`config.mk`:
```
export PLATFORM = sky130hd
export DESIGN_NAME = am_search_ctrl
export DESIGN_NICKNAME = d
export VERILOG_FILES = /design/src/rtl/am_pkg.sv /design/src/rtl/am_argmax_seq.sv /design/src/rtl/am_search_ctrl.sv
export SDC_FILE = /design/constraint.sdc
export NUM_CORES = 1
export LEC_CHECK = 0
export CORE_MARGIN = 4
export CORE_UTILIZATION = 44
export CTS_BUF_LIST = sky130_fd_sc_hd__clkbuf_4
export DETAILED_ROUTE_END_ITERATION = 8
export GPL_TIMING_DRIVEN = 0
export PLACE_DENSITY = 0.77
export RECOVER_POWER = 50
export SLEW_MARGIN = 10
export SYNTH_ARGS = -nofsm -noshare
export SYNTH_HDL_FRONTEND = slang
export SYNTH_SLANG_ARGS = --single-unit
```
`constraint.sdc`:
```
create_clock -name clk -period 3.7 [get_ports clk]
set_input_delay 0.74 -clock clk [delete_from_list [all_inputs] [get_ports clk]]
set_output_delay 0.74 -clock clk [all_outputs]
set_load 0.005 [all_outputs]
```
`src/rtl/am_pkg.sv`:
```
// Shared constants and FSM state type for the associative-memory search controller.
package am_pkg;
  localparam int NUM_CLASSES     = 26;
  localparam int SEQ_CYCLE_COUNT = 4;
  localparam int DIMS_PER_CC     = 1024;
  localparam int SCORE_W         = 13;
  localparam int POP_W           = 11;
  localparam int CLASS_W         = 5;
  localparam int QCTR_W          = 2;

  typedef enum logic [1:0] {
    ST_IDLE   = 2'd0,
    ST_SEG    = 2'd1,
    ST_ARGMAX = 2'd2,
    ST_DONE   = 2'd3
  } am_state_e;
endpackage

```
`src/rtl/am_argmax_seq.sv`:
```
// Sequential arg-max: walks one class per step, keeping the first strictly-largest score.
module am_argmax_seq #(
  parameter int NUM_CLASSES = am_pkg::NUM_CLASSES,
  parameter int SCORE_W     = am_pkg::SCORE_W,
  parameter int CLASS_W     = am_pkg::CLASS_W
) (
  input  logic                                clk,
  input  logic                                rst,
  input  logic                                clear,
  input  logic                                step,
  input  logic [NUM_CLASSES-1:0][SCORE_W-1:0] scores,
  output logic                                last,
  output logic [CLASS_W-1:0]                  best_class,
  output logic [SCORE_W-1:0]                  best_score
);
  logic [CLASS_W-1:0] idx_q, idx_d;
  logic [CLASS_W-1:0] best_class_q, best_class_d;
  logic [SCORE_W-1:0] best_score_q, best_score_d;
  logic [SCORE_W-1:0] cand;

  assign cand       = scores[idx_q];
  assign last       = (idx_q == CLASS_W'(NUM_CLASSES - 1));
  assign best_class = best_class_q;
  assign best_score = best_score_q;

  // Next-state for the scan index and running best; strict compare keeps the lowest index on ties.
  always_comb begin
    idx_d        = idx_q;
    best_class_d = best_class_q;
    best_score_d = best_score_q;
    if (clear) begin
      idx_d        = {CLASS_W{1'b0}};
      best_class_d = {CLASS_W{1'b0}};
      best_score_d = {SCORE_W{1'b0}};
    end else if (step) begin
      if (cand > best_score_q) begin
        best_class_d = idx_q;
        best_score_d = cand;
      end else begin
        best_class_d = best_class_q;
        best_score_d = best_score_q;
      end
      idx_d = last ? {CLASS_W{1'b0}} : idx_q + CLASS_W'(1);
    end else begin
      idx_d = idx_q;
    end
  end

  // Scan registers.
  always_ff @(posedge clk) begin
    if (rst) begin
      idx_q        <= {CLASS_W{1'b0}};
      best_class_q <= {CLASS_W{1'b0}};
      best_score_q <= {SCORE_W{1'b0}};
    end else begin
      idx_q        <= idx_d;
      best_class_q <= best_class_d;
      best_score_q <= best_score_d;
    end
  end
endmodule

```
`src/rtl/am_search_ctrl.sv`:
```
// Search controller: accumulates per-class popcounts over the query segments,
// then runs a sequential arg-max and presents the winner on a valid/ready port.
module am_search_ctrl #(
  parameter int  NUM_CLASSES     = am_pkg::NUM_CLASSES,
  parameter int  SEQ_CYCLE_COUNT = am_pkg::SEQ_CYCLE_COUNT,
  parameter int  DIMS_PER_CC     = am_pkg::DIMS_PER_CC,
  localparam int POP_W           = $clog2(DIMS_PER_CC) + 1
) (
  input  logic                            clk,
  input  logic                            rst,
  input  logic                            start_valid,
  output logic                            start_ready,
  input  logic                            abort,
  output logic [am_pkg::QCTR_W-1:0]       query_ctr,
  output logic                            seg_en,
  input  logic [NUM_CLASSES*POP_W-1:0]    seg_popcnt,
  output logic                            result_valid,
  input  logic                            result_ready,
  output logic [am_pkg::CLASS_W-1:0]      result_class,
  output logic [am_pkg::SCORE_W-1:0]      result_score,
  output logic                            busy
);
  import am_pkg::*;

  am_state_e                           state_q, state_d;
  logic [QCTR_W-1:0]                   query_ctr_q, query_ctr_d;
  logic [NUM_CLASSES-1:0][SCORE_W-1:0] score_q, score_d;
  logic                                clear_scan;
  logic                                step_scan;
  logic                                scan_last;

  assign start_ready  = (state_q == ST_IDLE);
  assign busy         = (state_q != ST_IDLE);
  assign seg_en       = (state_q == ST_SEG);
  assign result_valid = (state_q == ST_DONE);
  assign query_ctr    = query_ctr_q;

  // FSM next-state, segment counter and score accumulation.
  always_comb begin
    state_d     = state_q;
    query_ctr_d = query_ctr_q;
    score_d     = score_q;
    clear_scan  = 1'b0;
    step_scan   = 1'b0;
    case (state_q)
      ST_IDLE: begin
        if (start_valid) begin
          state_d     = ST_SEG;
          query_ctr_d = {QCTR_W{1'b0}};
          score_d     = '0;
          clear_scan  = 1'b1;
        end else begin
          state_d = ST_IDLE;
        end
      end
      ST_SEG: begin
        if (abort) begin
          state_d     = ST_IDLE;
          query_ctr_d = {QCTR_W{1'b0}};
        end else begin
          for (int i = 0; i < NUM_CLASSES; i++) begin
            score_d[i] = score_q[i] + SCORE_W'(seg_popcnt[i*POP_W +: POP_W]);
          end
          if (query_ctr_q == QCTR_W'(SEQ_CYCLE_COUNT - 1)) begin
            state_d     = ST_ARGMAX;
            query_ctr_d = {QCTR_W{1'b0}};
          end else begin
            query_ctr_d = query_ctr_q + QCTR_W'(1);
          end
        end
      end
      ST_ARGMAX: begin
        if (abort) begin
          state_d = ST_IDLE;
        end else begin
          step_scan = 1'b1;
          state_d   = scan_last ? ST_DONE : ST_ARGMAX;
        end
      end
      ST_DONE: begin
        if (result_ready) begin
          state_d = ST_IDLE;
        end else begin
          state_d = ST_DONE;
        end
      end
      default: begin
        state_d     = ST_IDLE;
        query_ctr_d = {QCTR_W{1'b0}};
      end
    endcase
  end

  // Controller state registers.
  always_ff @(posedge clk) begin
    if (rst) begin
      state_q     <= ST_IDLE;
      query_ctr_q <= {QCTR_W{1'b0}};
      score_q     <= '0;
    end else begin
      state_q     <= state_d;
      query_ctr_q <= query_ctr_d;
      score_q     <= score_d;
    end
  end

  am_argmax_seq #(
    .NUM_CLASSES (NUM_CLASSES),
    .SCORE_W     (SCORE_W),
    .CLASS_W     (CLASS_W)
  ) u_argmax (
    .clk        (clk),
    .rst        (rst),
    .clear      (clear_scan),
    .step       (step_scan),
    .scores     (score_q),
    .last       (scan_last),
    .best_class (result_class),
    .best_score (result_score)
  );
endmodule
```
==> results.md <==
* Status: complete, but fails checks
* Failing checks: negative setup slack
* Reg2reg path depth at 16
* Max_cap viols at 0
* Critical path class: reg2reg
* Clk buf depth at 3
* Hold Path Cell Cnt at 2
* Die area at 0.0666 mm²
* Share of cells above drive strength 1 at 0.102
* CP max stage cell: dfxtp_4
* Post-layout min period at 3730 ps
* Max VDD drop at about 240 µV
* Clock slew at reported path FFs at 70 ps
* Post-Synth Simple-Gate Area at 0.161
* Final core utilization at 0.547
* Netlist cell types at 70
* Largest family of logic cells by synthesized area: compound AO/OA/AOI/OAI gates
* Combinational share of power at 0.249
* Sw Ratio at 0.337
* Synth Area per Inst at 8.42 µm²
* Peak Freq at roughly 270 MHz
* Worst Tran Pin Value at between 1000 and 1500 ps
* Die height at between 200 and 300 µm
* Post-Route WL at 110 mm
* DRT Pass-1 Iters at 8
* Post-synth EDFFs at 0
* Share of synthesized registers carrying an async set or reset at 0
* CP Cell Sequence: buf_12, buf_16, buf_12, buf_12, mux2i_1, o22ai_1, a211oi_2, a21oi_2, ha_1, nand3_2, or3_4, a21o_1, a21oi_4, nor2_4, buf_8, a22o_1
* Synth-to-Final Area Change at 22.8%
* CTS tree: built
* Largest net degree at the start of global routing at 18
* Most frequent cell after synthesis: dfxtp_1
* Final worst setup slack at -34.5 ps
* Worst min-delay path class: reg2reg
* Post-synth top area share at 0.265
* Overall Power at 11.4 mW
* RSZ-0062 raised after global routing: true
* Critical path's most frequent cell: buf_12
* Top FF cell, synth: dfxtp_1
* Crit start category: flop
* CTS Hold Bufs at 0
* Seq pwr share at 0.376
* All-Layer GR Usage at 0.315
* Crit path largest cell delay at 370 ps
* Synth area leader: dfxtp_1
* Final setup fails at 5
* Final cell count without fillers at 4641
* Most frequent cells after synthesis: 365 x dfxtp_1, 302 x ha_1, 301 x a21oi_1
* Clock Power Share at 0.375
* CTS H-tree lvls at 3
* Vias at approximately 29000
* Leak at 13.6 nW
* Pwr dens at around 340 mW/mm²
* Skew final at 86.3 ps
* Synth warn at 0
* TritonCTS buffer count at 107
* Sequential-to-total area share from yosys stat at 0.265
* Max Slew Vio Count at 0
* Post-Syn Instances at 3271
* Psw at a little under 4 mW
* Syn Nets at 3890
* Congestion Overflow GR at 0
* Placed insts at 4422
* Post-synthesis xor/xnor area fraction at 0.0604
* Initial DRC Count at 3112
* CP max FO at 9
* Period utilisation layout at 1.01
* Initial Util at 0.445
* Clk root buf: clkbuf_4
* Number of synthesized register bits at 365
* Fin nets at 4333
* Drt wl/cell at 23.8 µm
* Slew HR at 0.0239
* Initial antenna violation count at 4
* Pint at 7.57 mW
* Clock latency on the worst-skew pair at between 900 and 1000 ps
* Most area-consuming cells after synthesis: dfxtp_1 27%, ha_1 14%, a21oi_1 5.5%
* Crit end category: flop
* Final Hold Fails at 0
* Fraction of the mapped netlist area in adder cells at 0.156
* Num ports at 315
* Floorplan core area at 0.0618 mm²
* Synth Area in Compound Gates at 0.252
* DRC at 0
* Critical Path RT at between 4000 and 5000 ps
* Routability cong. at 0.993
* Syn Std Cell Area at 0.0275 mm²
* DP Worst Slack at -1050 ps
* Vias in the first global route at 27010
* I/O Buffers at 313
* Setup TNS at -87.3 ps
* Vias/cell at 6.18
* Sink Count at 365
* Arr. time, crit path at 4520 ps
* Die X at 258 µm
* Antenna-violating nets left at 0
* Global-route wire length before repair at 160 mm
* Mux cell area share after synthesis at 0.0726
* Std-Cell Rows at 91
* HPWL after DPL at 84.3 mm
## registers in the layout, summed over array words and instances, names as in the netlist
name and cells:
u_argmax.idx_q 5, u_argmax.best_class 5, u_argmax.best_score 13, state_q 2, score_q 338, query_ctr 2
## final timing paths
check	startpoint	to	slack [ps]
setup / recovery	u_argmax.idx_q[0]$_SDFFE_PP0P_	u_argmax.best_score[6]$_SDFFE_PP0P_	-30
hold / removal	u_argmax.best_class[2]$_SDFFE_PP0P_	u_argmax.best_class[2]$_SDFFE_PP0P_	460
setup reg to reg	u_argmax.idx_q[0]$_SDFFE_PP0P_	u_argmax.best_score[6]$_SDFFE_PP0P_	-30
hold reg to reg	u_argmax.best_class[2]$_SDFFE_PP0P_	u_argmax.best_class[2]$_SDFFE_PP0P_	460
## power by group through the flow
stage / Combinational, mW / Sequential (mW) / Clock [mW]
final: 2.85 / 4.29 / 4.29
after global routing: 3.07 / 4.30 / 4.52
after CTS: 2.76 / 4.28 / 4.30
after detailed placement: 2.73 / 4.36 / 0
after global placement: 2.70 / 4.36 / 0
after floorplan: 1.72 / 4.29 / 0
## kinds of logic after synthesis
family,count (synthesis)
simple gates,980
compound gates,1086
fa+ha+maj,328
mux,120
flops,365
xor+xnor,190
buf+inv,202
## stage by stage
stage	hold slack, ps	instance area, µm²
after floorplan	436	27500
after global placement	448	31700
after detailed placement	449	31700
after CTS	460	33500
after global routing	474	33800
final	458	33800
## cell usage in the layout (no fill, tap or decap), types with 16 or more instances in the layout
| master | synthesis | final |
|---|---|---|
| a22o_1 | 16 | 16 |
| dfxtp_1 | 365 | 364 |
| a21o_1 | 86 | 86 |
| o22ai_1 | 20 | 16 |
| clkbuf_1 | 69 | 88 |
| xnor2_1 | 108 | 108 |
| clkdlybuf4s50_1 | 0 | 291 |
| nor3_1 | 82 | 80 |
| ha_1 | 302 | 301 |
| a31oi_1 | 36 | 36 |
| inv_1 | 50 | 50 |
| o211ai_1 | 29 | 29 |
| or3_1 | 51 | 50 |
| o21a_1 | 28 | 28 |
| mux2i_1 | 50 | 45 |
| a211o_1 | 27 | 27 |
| nand4_1 | 18 | 18 |
| or2_2 | 16 | 16 |
| a22oi_1 | 57 | 57 |
| a21oi_1 | 301 | 295 |
| o21ai_0 | 242 | 241 |
| o21bai_1 | 42 | 42 |
| fa_1 | 26 | 26 |
| dlygate4sd3_1 | 0 | 22 |
| nand2b_1 | 19 | 19 |
| buf_4 | 8 | 22 |
| nor2_1 | 276 | 275 |
| a211oi_1 | 67 | 61 |
| mux4_2 | 63 | 63 |
| clkinv_1 | 0 | 26 |
| nand3_1 | 163 | 161 |
| xor2_1 | 82 | 82 |
| nand2_1 | 292 | 292 |
| and3_1 | 22 | 22 |
| clkbuf_4 | 0 | 159 |
## what timing repair did
action / 4_1_cts / 5_1_grt
gates cloned: 0 / 1
pin swaps: 4 / 9
setup buffers: 14 / 6
gates resized for setup: 60 / 58
endpoints found under the setup margin: 19 / 18
## critical path: cells and delay by family, from the launching register on
kind / cells / cell delay (ps)
fa+ha+maj: 1 / 310
compound gates: 6 / 1330
flops: 1 / 370
simple gates: 3 / 490
buf+inv: 5 / 780
mux: 1 / 310
## area by class of cell
cell class                 instances  area, µm²
clock buffer                     157       1180
antenna                            3       7.51
timing repair buffer             335       3320
inverter                          52        203
fill                            5677      28000
multi-input combinational       2704      19600
sequential                       365       7310
tap                              837       1050
clock inverter                    39        288
buffer                           149        858
## per-layer routing
| metal | up-vias | GRT usage | wire (µm) |
|---|---|---|---|
| met5 | - | 0 | 0 |
| met4 | 0 | 0.193 | 7580 |
| met3 | 352 | 0.0755 | 12000 |
| met2 | 1601 | 0.484 | 47700 |
| met1 | 13493 | 0.400 | 43100 |
| li1 | 13247 | - | - |
No activity file was read; power rests on OpenSTA's default activity.
